## src/rtl/player_cmd_gen.sv

```systemverilog
// Per-player command generator: keycodes -> facing, paced moves, fire.
// Two identical channels, one per player, no cross-player coupling.
module player_cmd_gen #(
  parameter int REPEAT_FRAMES   = 4,
  parameter int COOLDOWN_FRAMES = 15
) (
  input  logic       Clk,
  input  logic       Reset_n,
  input  logic       frame_tick,
  input  logic [7:0] keycode_p1,
  input  logic [7:0] keycode_p2,
  output logic [1:0] p1_dir,
  output logic [1:0] p2_dir,
  output logic       p1_move,
  output logic       p2_move,
  output logic       p1_fire,
  output logic       p2_fire,
  output logic       p1_busy,
  output logic       p2_busy
);

  typedef enum logic {
    S_IDLE = 1'b0,
    S_HELD = 1'b1
  } mv_st_t;

  localparam logic [7:0] RLOAD = 8'(REPEAT_FRAMES - 1);
  localparam logic [7:0] CLOAD = 8'(COOLDOWN_FRAMES);

  logic [1:0][7:0] w_key;
  logic [1:0][1:0] w_dir;
  logic [1:0]      w_move;
  logic [1:0]      w_fire;
  logic [1:0]      w_busy;

  assign w_key[0] = keycode_p1;
  assign w_key[1] = keycode_p2;

  assign p1_dir  = w_dir[0];
  assign p2_dir  = w_dir[1];
  assign p1_move = w_move[0];
  assign p2_move = w_move[1];
  assign p1_fire = w_fire[0];
  assign p2_fire = w_fire[1];
  assign p1_busy = w_busy[0];
  assign p2_busy = w_busy[1];

  for (genvar g = 0; g < 2; g++) begin : g_ch
    localparam logic [7:0] K_UP   = (g == 0) ? 8'h1a : 8'h52;
    localparam logic [7:0] K_DN   = (g == 0) ? 8'h16 : 8'h51;
    localparam logic [7:0] K_LF   = (g == 0) ? 8'h04 : 8'h50;
    localparam logic [7:0] K_RT   = (g == 0) ? 8'h07 : 8'h4f;
    localparam logic [7:0] K_FIRE = (g == 0) ? 8'h2c : 8'h28;
    localparam logic [1:0] D_RST  = (g == 0) ? 2'b11 : 2'b10;

    mv_st_t     r_state;
    mv_st_t     w_state_nxt;
    logic [7:0] r_kq;
    logic [7:0] r_kprev;
    logic [7:0] r_rcnt;
    logic [7:0] w_rcnt_nxt;
    logic [7:0] r_ccnt;
    logic [7:0] w_ccnt_nxt;
    logic [1:0] r_dir;
    logic [1:0] w_dir_nxt;
    logic [1:0] w_dcode;
    logic       w_is_dir;
    logic       w_rise;
    logic       w_move_d;
    logic       w_fire_d;
    logic       w_busy_d;
    logic       r_move;
    logic       r_fire;
    logic       r_busy;

    // Register the raw keycode and keep the previous one for fire edges
    always_ff @(posedge Clk or negedge Reset_n) begin
      if (!Reset_n) begin
        r_kq    <= 8'h00;
        r_kprev <= 8'h00;
      end else begin
        r_kq    <= w_key[g];
        r_kprev <= r_kq;
      end
    end

    // Decode the registered keycode into a direction code
    always_comb begin
      w_is_dir = 1'b1;
      w_dcode  = 2'b00;
      unique case (1'b1)
        (r_kq == K_UP): w_dcode = 2'b00;
        (r_kq == K_DN): w_dcode = 2'b01;
        (r_kq == K_LF): w_dcode = 2'b10;
        (r_kq == K_RT): w_dcode = 2'b11;
        default:        w_is_dir = 1'b0;
      endcase
    end

    assign w_rise = (r_kq == K_FIRE) && (r_kprev != K_FIRE);

    // State register: move FSM, counters and registered outputs
    always_ff @(posedge Clk or negedge Reset_n) begin
      if (!Reset_n) begin
        r_state <= S_IDLE;
        r_dir   <= D_RST;
        r_rcnt  <= 8'd0;
        r_ccnt  <= 8'd0;
        r_move  <= 1'b0;
        r_fire  <= 1'b0;
        r_busy  <= 1'b0;
      end else begin
        r_state <= w_state_nxt;
        r_dir   <= w_dir_nxt;
        r_rcnt  <= w_rcnt_nxt;
        r_ccnt  <= w_ccnt_nxt;
        r_move  <= w_move_d;
        r_fire  <= w_fire_d;
        r_busy  <= w_busy_d;
      end
    end

    // Next state: facing, repeat pacing and fire cooldown
    always_comb begin
      w_state_nxt = r_state;
      w_dir_nxt   = r_dir;
      w_rcnt_nxt  = r_rcnt;
      w_ccnt_nxt  = r_ccnt;
      unique case (r_state)
        S_IDLE: begin
          if (w_is_dir) begin
            w_state_nxt = S_HELD;
            w_dir_nxt   = w_dcode;
            w_rcnt_nxt  = 8'd0;
          end
        end
        S_HELD: begin
          if (!w_is_dir) begin
            w_state_nxt = S_IDLE;
            w_rcnt_nxt  = 8'd0;
          end else if (w_dcode != r_dir) begin
            w_dir_nxt  = w_dcode;
            w_rcnt_nxt = 8'd0;
          end else if (frame_tick) begin
            if (r_rcnt == 8'd0) w_rcnt_nxt = RLOAD;
            else                w_rcnt_nxt = r_rcnt - 8'd1;
          end
        end
        default: w_state_nxt = S_IDLE;
      endcase
      if (w_fire_d)
        w_ccnt_nxt = CLOAD;
      else if (frame_tick && (r_ccnt != 8'd0))
        w_ccnt_nxt = r_ccnt - 8'd1;
    end

    // Outputs: move on a paced tick, fire on an edge outside cooldown
    always_comb begin
      w_move_d = (r_state == S_HELD) && w_is_dir &&
                 (w_dcode == r_dir) && frame_tick &&
                 (r_rcnt == 8'd0);
      w_fire_d = w_rise && (r_ccnt == 8'd0);
      w_busy_d = (w_ccnt_nxt != 8'd0);
    end

    assign w_dir[g]  = r_dir;
    assign w_move[g] = r_move;
    assign w_fire[g] = r_fire;
    assign w_busy[g] = r_busy;
  end

endmodule

```

## config.mk

```make
export PLATFORM = sky130hd
export DESIGN_NAME = player_cmd_gen
export DESIGN_NICKNAME = d
export VERILOG_FILES = /design/src/rtl/player_cmd_gen.sv
export SDC_FILE = /design/constraint.sdc
export NUM_CORES = 1
export LEC_CHECK = 0
export ABC_AREA = 1
export BUFFER_PORTS_ARGS = -buffer_cell sky130_fd_sc_hd__buf_2
export CAP_MARGIN = 20
export CORE_AREA = 5 5 94 87
export CTS_BUF_LIST = sky130_fd_sc_hd__clkbuf_2 sky130_fd_sc_hd__clkbuf_4 sky130_fd_sc_hd__clkbuf_8
export DETAILED_ROUTE_END_ITERATION = 16
export DIE_AREA = 0 0 99 92
export PLACE_DENSITY = 0.72
export SYNTH_ARGS = -nofsm -noshare
export SYNTH_HDL_FRONTEND = slang
export SYNTH_SLANG_ARGS = --single-unit
export TNS_END_PERCENT = 20
```

## constraint.sdc

```tcl
create_clock -name Clk -period 2.9 [get_ports Clk]
set_clock_uncertainty 0.1 [all_clocks]
set_input_delay 0.58 -clock Clk [delete_from_list [all_inputs] [get_ports Clk]]
set_output_delay 0.58 -clock Clk [all_outputs]
set_load 0.05 [all_outputs]
```

After elaboration in Yosys (flattened, before gate mapping)
Cells that the tools add are included.

cells by class
  add/subtract/negate cells = 4
  eq/ne operators = 24
  reductions and logical operators = 28
  bitwise gates (word level) = 2
  multiplexer cells = 30

operators by type and width
  kind                   number
  $mux W8                14
  $eq A8 B7 Y1 const B   4
  $logic_not A8 Y1       4
  $pmux W8 S2            2
  $reduce_bool A8 Y1     4
  $sub A8 B1 Y8 const B  4
  $eq A8 B3 Y1 const B   2
  $eq A8 B5 Y1 const B   2
  $eq A8 B6 Y1 const B   2
  $ne A8 B6 Y1 const B   2
  $logic_and A1 B1 Y1    14
  $mux W2                6
  $pmux W2 S3            2
  $ne A2 B1 Y1 const B   4
  $ne A4 B3 Y1 const B   2
  $pmux W2 S2            2
  $reduce_or A4 Y1       2
  $reduce_and A3 Y1      2
  $eq A2 B2 Y1           2
  $mux W1                4
  $ne A2 B2 Y1           2
  $ne A2 B2 Y1 const B   2
  $reduce_and A2 Y1      2
  $not A1 Y1             2

storage, ports and cells
  flip-flop bits (word level) = 76
  output and inout bits = 10
  word-level logic and storage cells = 106
  bits of input ports = 19

Logic depth before layout (Yosys ltp)
Gate-level depths: netlist of the first run.

  word-level depth = 7
  mapped depth = 12

Worst setup path before layout of the first run
OpenSTA, ideal clock, no wires.

  path kind = input-to-reg
  start point = input port frame_tick
  end point = register g_ch[1].r_busy (netlist: p2_busy)
  arrival = 1.525 ns
  buffers on the path = 2
  stages on the path = 9
  path slack = 1.156 ns
  required time = 2.681 ns
  cells stage by stage = buf_2 > inv_1 > nor2_2 > buf_4 > o21ai_0 > nor2_1 > nand2_1 > nor2_1 > nand2_1

on the way
  longest elaborated chain between the ends = 4

RTL lines
  what                        line  RTL
  from (decl)                 9     input logic frame_tick,
  $logic_and A1 B1 Y1         153   else if (frame_tick && (r_ccnt != 8'd0))
  $mux W8                     153
  $mux W8                     151   if (w_fire_d)
  $reduce_bool A8 Y1          163   w_busy_d = (w_ccnt_nxt != 8'd0);
  named net g_ch[1].w_busy_d  71    logic w_busy_d;
  to (signal assigned)        119   r_busy <= w_busy_d;
  to (decl)                   74    logic r_busy;

The timed path passes the listed nets, and every way through them passes these cells.
A chain may end at the register's enable or synchronous reset.

Worst setup path in the final report of the first run
  start point = register g_ch[0].r_ccnt[0]
  end point = register g_ch[0].r_busy (netlist: p1_busy)

on the way
  longest elaborated chain between the ends = 5
  elaborated cells between the ends (all ways) = 8

RTL lines
  what                                                                   line  RTL
  from (decl)                                                            62    logic [7:0] r_ccnt;
  from (signal assigned)                                                 116   r_ccnt <= w_ccnt_nxt;
  parallel branches: the longest is 3 deep, another holds $sub A8 B1 Y8  n/a
  $mux W8 *                                                              151
  $reduce_bool A8 Y1 *                                                   163
  named net g_ch[0].w_busy_d                                             71
  to (signal assigned)                                                   119
  to (decl)                                                              74

Mark *: on every way through the listed nets, which the timed path passes.

==> summary.md, run 1 <==
* **critical path endpoint category** flop
* **post-route worst hold slack** 0.2235 ns
* **commonest non-fill, non-tap cell in the layout** nand2_1
* **share of flip-flops with an asynchronous set or reset after synthesis** 1.000
* **WP data required** 3.06 ns
* **register-to-register path setup slack** 0.62 ns
* **H-tree depth** 3
* **via count of the first global-routing pass** 2,912
* **HPWL after detailed placement** 4.943 mm
* **Period minus WS final** 2.275 ns
* **Routed WL** 6.973 mm
* **number of cells on the worst reg-to-reg path** 10
* **initial core utilization** 0.5465
* **final weighted congestion of routability-driven global placement** 0.8373
* **hold violation total from the final report** 0
* **Post-Syn Instances** 473
* **Buffers on Ports** 28
* **post-synthesis area per instance** 8.092 um^2
* **dpl cell area** 4043 um^2
* **clock-pin slew on the worst setup and hold paths** 0.08 ns
* **Worst slew margin** 0.3904
* **root buffer cell** clkbuf_8
* **first-pass GRT wire length** 12.19 mm
* **Hold-fix buffers, CTS** 0
* **core outline area** 7003 um^2
* **drt pass-1 iters** 4
* **final net count** 531
* **worst-skew pair later-pin latency** 0.36 ns
* **count of boundary I/O pins** 29
* **most common flop cell mapped by yosys** dfrtp_1
* **utilization after layout** 0.6071
* **Max IR drop VDD** 0.3914 mV
* **number of max-cap violations** 0
* **Setup Fix Bufs, Post-CTS** 0
* **GRT overflow** 0
* **antenna violations before repair** 0
* **r2r endpoint** p1_busy$_DFF_PN0_
* **total number of vias** 2,993
* **cell row count** 29
* **status** finished, final reports clean
* **Hold WC Path Type** input pin to flop
* **static power due to leakage** 2.273 nW
* **share of the yosys chip area belonging to registers** 0.4979
* **TritonCTS sink count** 76
* **vias per cell** 4.955
* **Critical path origin** g_ch[0].r_ccnt[0]$_DFF_PN0_
* **count of filler cells inserted in the layout** 607
* **Power Dens Cells** 700.4 nW/um^2
* **worst-margin pin slew** 0.9144 ns
* **number of buffers added by the clock tree synthesis step** 9
* **number of distinct standard cells referenced by the synthesized netlist** 35
* **Crit path arrival time** 2.43 ns
* **number of warnings reported in the yosys synthesis log** 0
* **Final ANT Viol Nets** 0
* **vertical die dimension** 92 um
* **die width** 99 um
* **Total Routing Usage GR** 0.1643
* **kind of critical path** flop to flop
* **critical register-to-register path startpoint** g_ch[0].r_ccnt[0]$_DFF_PN0_
* **CP Launch Type** flop
* **number of DRC violations after detailed routing** 0
* **CP Max Fanout** 11
* **area of all placed cells without fillers** 4252 um^2
* **end of the critical path** p1_busy$_DFF_PN0_
* **commonest cells after routing, fill and taps aside** nand2_1 (117), inv_1 (76), dfrtp_1 (73)
* **synth-to-layout area growth** 11.08%
* **setup repair after global routing missed its margin** false
* **final-report max-slew violation count** 0
* **# resized after CTS** 0
* **TNS Setup** 0 ns
* **pin count of the biggest net entering global routing** 77
* **Setup-failing EPs final** 0
* **overall power consumption** 2.978 mW
* **Syn Std Cell Area** 3827 um^2
* **number of synthesized register bits** 76
* **number of diodes** 0
* **part of the cycle the worst path needs** 0.7846
* **first-iteration detailed-routing DRC count** 111
* **layout cell share with drive strength beyond 1** 0.1585
* **maximum clock path buffer count** 2
* **number of nets produced by synthesis** 498
* **fmax** 439.5 MHz
* **routed wirelength normalized by instance count** 11.54 um
* **CTS tree** built
* **total die area** 9108 um^2
* **number of flops mapped to enable cells by yosys** 0
[where the power goes]
part | switching [mW] | internal, mW
sequential | 0.108 | 1.21
clock | 0.416 | 0.426
combinational | 0.544 | 0.272
total | 1.07 | 1.91
[final cells by class]
| type | count | area (um^2) | share of cell area |
|---|---|---|---|
| sequential | 76 | 1906 | 0.4482 |
| multi-input combinational | 311 | 1575 | 0.3705 |
| inverter | 80 | 302.8 | 0.07122 |
| timing repair buffer | 28 | 142.6 | 0.03355 |
| clock buffer | 10 | 137.6 | 0.03237 |
| tap | 93 | 116.4 | 0.02737 |
| clock inverter | 6 | 71.32 | 0.01677 |
[metal layers]
metal,up-vias,share of wire,GRT usage
met1,1381,0.45,0.1989
li1,1538,-,-
met5,-,0,0
met2,59,0.49,0.2746
met4,0,0.019,0.07281
met3,15,0.048,0.04476
[flip-flops by register name, indices dropped and copies added (netlist names)]
name	count
g_ch.r_ccnt	16
g_ch.r_kprev	16
g_ch.r_kq	16
g_ch.r_rcnt	16
g_ch.r_state	2
p1_dir	2
p2_dir	2
p1_busy	1
p1_fire	1
p1_move	1
p2_busy	1
p2_fire	1
p2_move	1
[cells by family (layout without fill, tap and decap cells)]
logic type,count (synthesis),after routing,share of synthesized area
buffers and inverters,86,124,0.09055
AO/OA/AOI/OAI,23,23,0.03596
flip-flops,76,76,0.4979
adder cells (fa/ha/maj),6,6,0.01961
XOR/XNOR,14,14,0.03204
AND/OR/NAND/NOR,268,268,0.3240
[cell usage after synthesis, types with 2 or more instances]
| cell type | n | area [um^2] |
|---|---|---|
| nand2_1 | 117 | 439.2 |
| inv_1 | 76 | 285.3 |
| dfrtp_1 | 73 | 1827 |
| nor2_1 | 60 | 225.2 |
| nand3_1 | 38 | 190.2 |
| xor2_1 | 13 | 113.9 |
| nand4_1 | 12 | 75.07 |
| nor3_1 | 10 | 50.05 |
| nand2_2 | 9 | 56.30 |
| o21ai_0 | 9 | 45.04 |
| a21oi_1 | 6 | 30.03 |
| ha_1 | 6 | 75.07 |
| nand3_2 | 6 | 60.06 |
| nor2_2 | 5 | 31.28 |
| dfstp_2 | 3 | 78.83 |
| inv_2 | 3 | 11.26 |
| a31o_2 | 2 | 17.52 |
| buf_2 | 2 | 10.01 |
| buf_6 | 2 | 22.52 |
| nand3_4 | 2 | 35.03 |
| nand3b_1 | 2 | 15.01 |
| nor2_4 | 2 | 22.52 |
| nor4_1 | 2 | 12.51 |
| o211ai_1 | 2 | 15.01 |
[stage by stage]
stage / cells / worst slack, ns
2_1_floorplan: 473 / 1.156
3_3_place_gp: 588 / 0.4854
3_5_place_dp: 588 / 0.3825
4_1_cts: 604 / 0.6081
5_1_grt: 604 / 0.4195
6_report: 604 / 0.6246
[critical path, stage by stage, from the launching register on]
cell and delay, ns:
dfrtp_1 0.37, inv_1 0.07, ha_1 0.23, nand3_2 0.12, nor2_2 0.07, nor2_1 0.51, inv_1 0.19, o21ai_0 0.25
nand3_1 0.10, nor2_1 0.11, nand2_1 0.05
[how the worst min path moves through the flow]
stage	cells after the start	to	from	slack, ns
3_3_place_gp	0	g_ch[1].r_kprev[6]$_DFF_PN0_	g_ch[1].r_kq[6]$_DFF_PN0_	0.28
2_1_floorplan	0	g_ch[0].r_ccnt[0]$_DFF_PN0_	Reset_n	0.18
5_1_grt	1	g_ch[1].r_kq[3]$_DFF_PN0_	keycode_p2[3]	0.20
6_report	1	g_ch[0].r_kq[6]$_DFF_PN0_	keycode_p1[6]	0.22
4_1_cts	1	g_ch[1].r_kq[7]$_DFF_PN0_	keycode_p2[7]	0.21
3_5_place_dp	0	g_ch[1].r_kprev[6]$_DFF_PN0_	g_ch[1].r_kq[6]$_DFF_PN0_	0.29
Note: power is estimated with default switching activity, not from simulation.
==> inputs of run 2 (changes only) <==
--- a/config.mk
+++ b/config.mk
@@ -12,7 +12,7 @@
 export CTS_BUF_LIST = sky130_fd_sc_hd__clkbuf_2 sky130_fd_sc_hd__clkbuf_4 sky130_fd_sc_hd__clkbuf_8
 export DETAILED_ROUTE_END_ITERATION = 16
 export DIE_AREA = 0 0 99 92
-export PLACE_DENSITY = 0.72
+export PLACE_DENSITY = 0.75
 export SYNTH_ARGS = -nofsm -noshare
 export SYNTH_HDL_FRONTEND = slang
 export SYNTH_SLANG_ARGS = --single-unit
==> constraint.sdc (replaced) <==
create_clock -name Clk -period 1.8 [get_ports Clk]
set_clock_uncertainty 0.1 [all_clocks]
set_input_delay 0.36 -clock Clk [delete_from_list [all_inputs] [get_ports Clk]]
set_output_delay 0.36 -clock Clk [all_outputs]
set_load 0.05 [all_outputs]
==> summary.md, run 2 (same netlist as run 1, synthesis figures left out) <==
* **status** finished, final reports clean
* **number of diodes** 0, unchanged
* **die width** 99 um, unchanged
* **Buffers on Ports** 28, unchanged
* **H-tree depth** 3, unchanged
* **commonest cells after routing, fill and taps aside** nand2_1 (111), inv_1 (74), dfrtp_1 (73)
* **core outline area** 7003 um^2, unchanged
* **Total Routing Usage GR** 0.1770, +0.01268
* **count of placed standard cells including taps** 611, +3.9%
* **count of filler cells inserted in the layout** 526, -13%
* **part of the cycle the worst path needs** 0.9920, +0.2074
* **clock-pin slew on the worst setup and hold paths** 0.08 ns, about the same
* **vias per cell** 5.011, +1.1%
* **vertical die dimension** 92 um, unchanged
* **via count of the first global-routing pass** 3,105, +6.6%
* **final weighted congestion of routability-driven global placement** 0.8615, +2.9%
* **Hold WC Path Type** input pin to flop
* **Max IR drop VDD** 0.5209 mV, +33%
* **area of all sequential standard cells** 1906 um^2, unchanged
* **antenna violations before repair** 0, unchanged
* **root buffer cell** clkbuf_8
* **dpl cell area** 4228 um^2, +4.6%
* **number of buffers added by the clock tree synthesis step** 9, unchanged
* **HPWL after detailed placement** 5.309 mm, +7.4%
* **static power due to leakage** 2.485 nW, +9.3%
* **initial core utilization** 0.5465, unchanged
* **worst-skew pair later-pin latency** 0.35 ns, about the same
* **Setup-failing EPs final** 0, unchanged
* **worst-margin pin slew** 0.4664 ns, -0.4480 ns
* **Final ANT Viol Nets** 0, unchanged
* **total number of vias** 3,222, +7.7%
* **multi-input logic area** 1683 um^2, +6.8%
* **setup repair after global routing missed its margin** true
* **CP Launch Type** flop
* **layout cell share with drive strength beyond 1** 0.2455, +0.08694
* **fmax** 560.0 MHz, +27%
* **maximum clock path buffer count** 2, unchanged
* **first-pass GRT wire length** 13.16 mm, +7.9%
* **pin count of the biggest net entering global routing** 37, -52%
* **CTS tree** built
* **drt pass-1 iters** 7, +3
* **critical path endpoint category** flop
* **hold violation total from the final report** 0, unchanged
* **routed wirelength normalized by instance count** 12.35 um, +6.9%
* **synth-to-layout area growth** 23.01%
* **WP data required** 1.94 ns, -1.12 ns
* **Crit path arrival time** 1.93 ns, -0.50 ns
* **GRT overflow** 0, unchanged
* **Power Dens Cells** 1145 nW/um^2, +63%
* **post-route worst hold slack** 0.01829 ns, -0.2052 ns
* **CP Max Fanout** 5, -6
* **area of all placed cells without fillers** 4708 um^2, +11%
* **Period minus WS final** 1.786 ns, -0.4897 ns
* **cell row count** 29, unchanged
* **Worst slew margin** 0.6891, +0.2987
* **total die area** 9108 um^2, unchanged
* **commonest non-fill, non-tap cell in the layout** nand2_1
* **first-iteration detailed-routing DRC count** 163, +47%
* **number of DRC violations after detailed routing** 0, unchanged
* **count of boundary I/O pins** 29, unchanged
* **number of max-cap violations** 0, unchanged
* **final net count** 570, +7.3%
* **final-report max-slew violation count** 0, unchanged
* **TritonCTS sink count** 76, unchanged
* **Routed WL** 7.938 mm, +14%
* **kind of critical path** flop to flop
* **post-layout instance count excluding filler cells** 643, +6.5%
==> run 2: worst max-delay path, cell delays in order, from the launching register on <==
cell     delay (ns)
dfrtp_1        0.42
inv_2          0.08
ha_4           0.15
nand3_4        0.08
nor2_4         0.13
nor2_4         0.06
buf_6          0.13
xor2_1         0.15
nor2_1         0.14
nand2_1        0.08
nor2_1         0.11
nand2_1        0.05
==> run 2: final timing paths <==
path                       slack, ns                           end                        start  cells after the start
min reg2reg                     0.31  g_ch[1].r_kprev[6]$_DFF_PN0_    g_ch[1].r_kq[6]$_DFF_PN0_                      0
min                             0.02     g_ch[1].r_kq[5]$_DFF_PN0_                keycode_p2[5]                      1
max                             0.01             p1_busy$_DFF_PN0_  g_ch[0].r_ccnt[1]$_DFF_PN0_                     11
max in group asynchronous       0.68  g_ch[0].r_kprev[3]$_DFF_PN0_                      Reset_n                      3
min in group asynchronous       0.41     g_ch[1].r_kq[4]$_DFF_PN0_                      Reset_n                      2
max reg2reg                     0.01             p1_busy$_DFF_PN0_  g_ch[0].r_ccnt[1]$_DFF_PN0_                     11
==> run 2: timing repair <==
action	4_1_cts	5_1_grt
hold buffers	8	0
buffers inserted	1	8
pin swaps	1	19
setup endpoints to repair	2	20
gates resized for setup	4	29
endpoints found under the hold margin	36	0
gates cloned	0	0
==> run 2: stage by stage <==
step | power, mW | utilization | setup TNS (ns) | worst slack [ns]
CTS | 5.190 | 0.6502 | -0.02549 | -0.02549
detailed placement | 3.658 | 0.6037 | -0.03065 | -0.03065
global route | 5.724 | 0.6723 | -0.3019 | -0.1134
floorplan | 3.167 | - | 0 | 0.08291
finish | 5.389 | 0.6723 | 0 | 0.01432
global placement | 3.601 | 0.6037 | 0 | 0.08181
==> run 2: layout make-up <==
| cell class | instances | share of cell area |
|---|---|---|
| Multi-Input combinational cell | 311 | 0.3574 |
| Sequential cell | 76 | 0.4047 |
| Clock inverter | 5 | 0.01780 |
| Tap cell | 93 | 0.02471 |
| Timing Repair Buffer | 67 | 0.1002 |
| Clock buffer | 11 | 0.03083 |
| Inverter | 80 | 0.06431 |
==> run 2: report_power, final <==
group / switching, mW / leakage (nW) / internal (mW)
registers: 0.171 / 0.937 / 1.95
logic: 1.07 / 1.44 / 0.736
clock network: 0.619 / 0.110 / 0.838
total: 1.86 / 2.48 / 3.53
==> run 2: routing by layer <==
layer  global-route usage  vias up  routed length, um
li1                     -     1620                  -
met1               0.2289     1483               3557
met2               0.2897       99               3786
met3              0.04476       20                461
met4              0.06257        0                133
met5                    0        -                  0
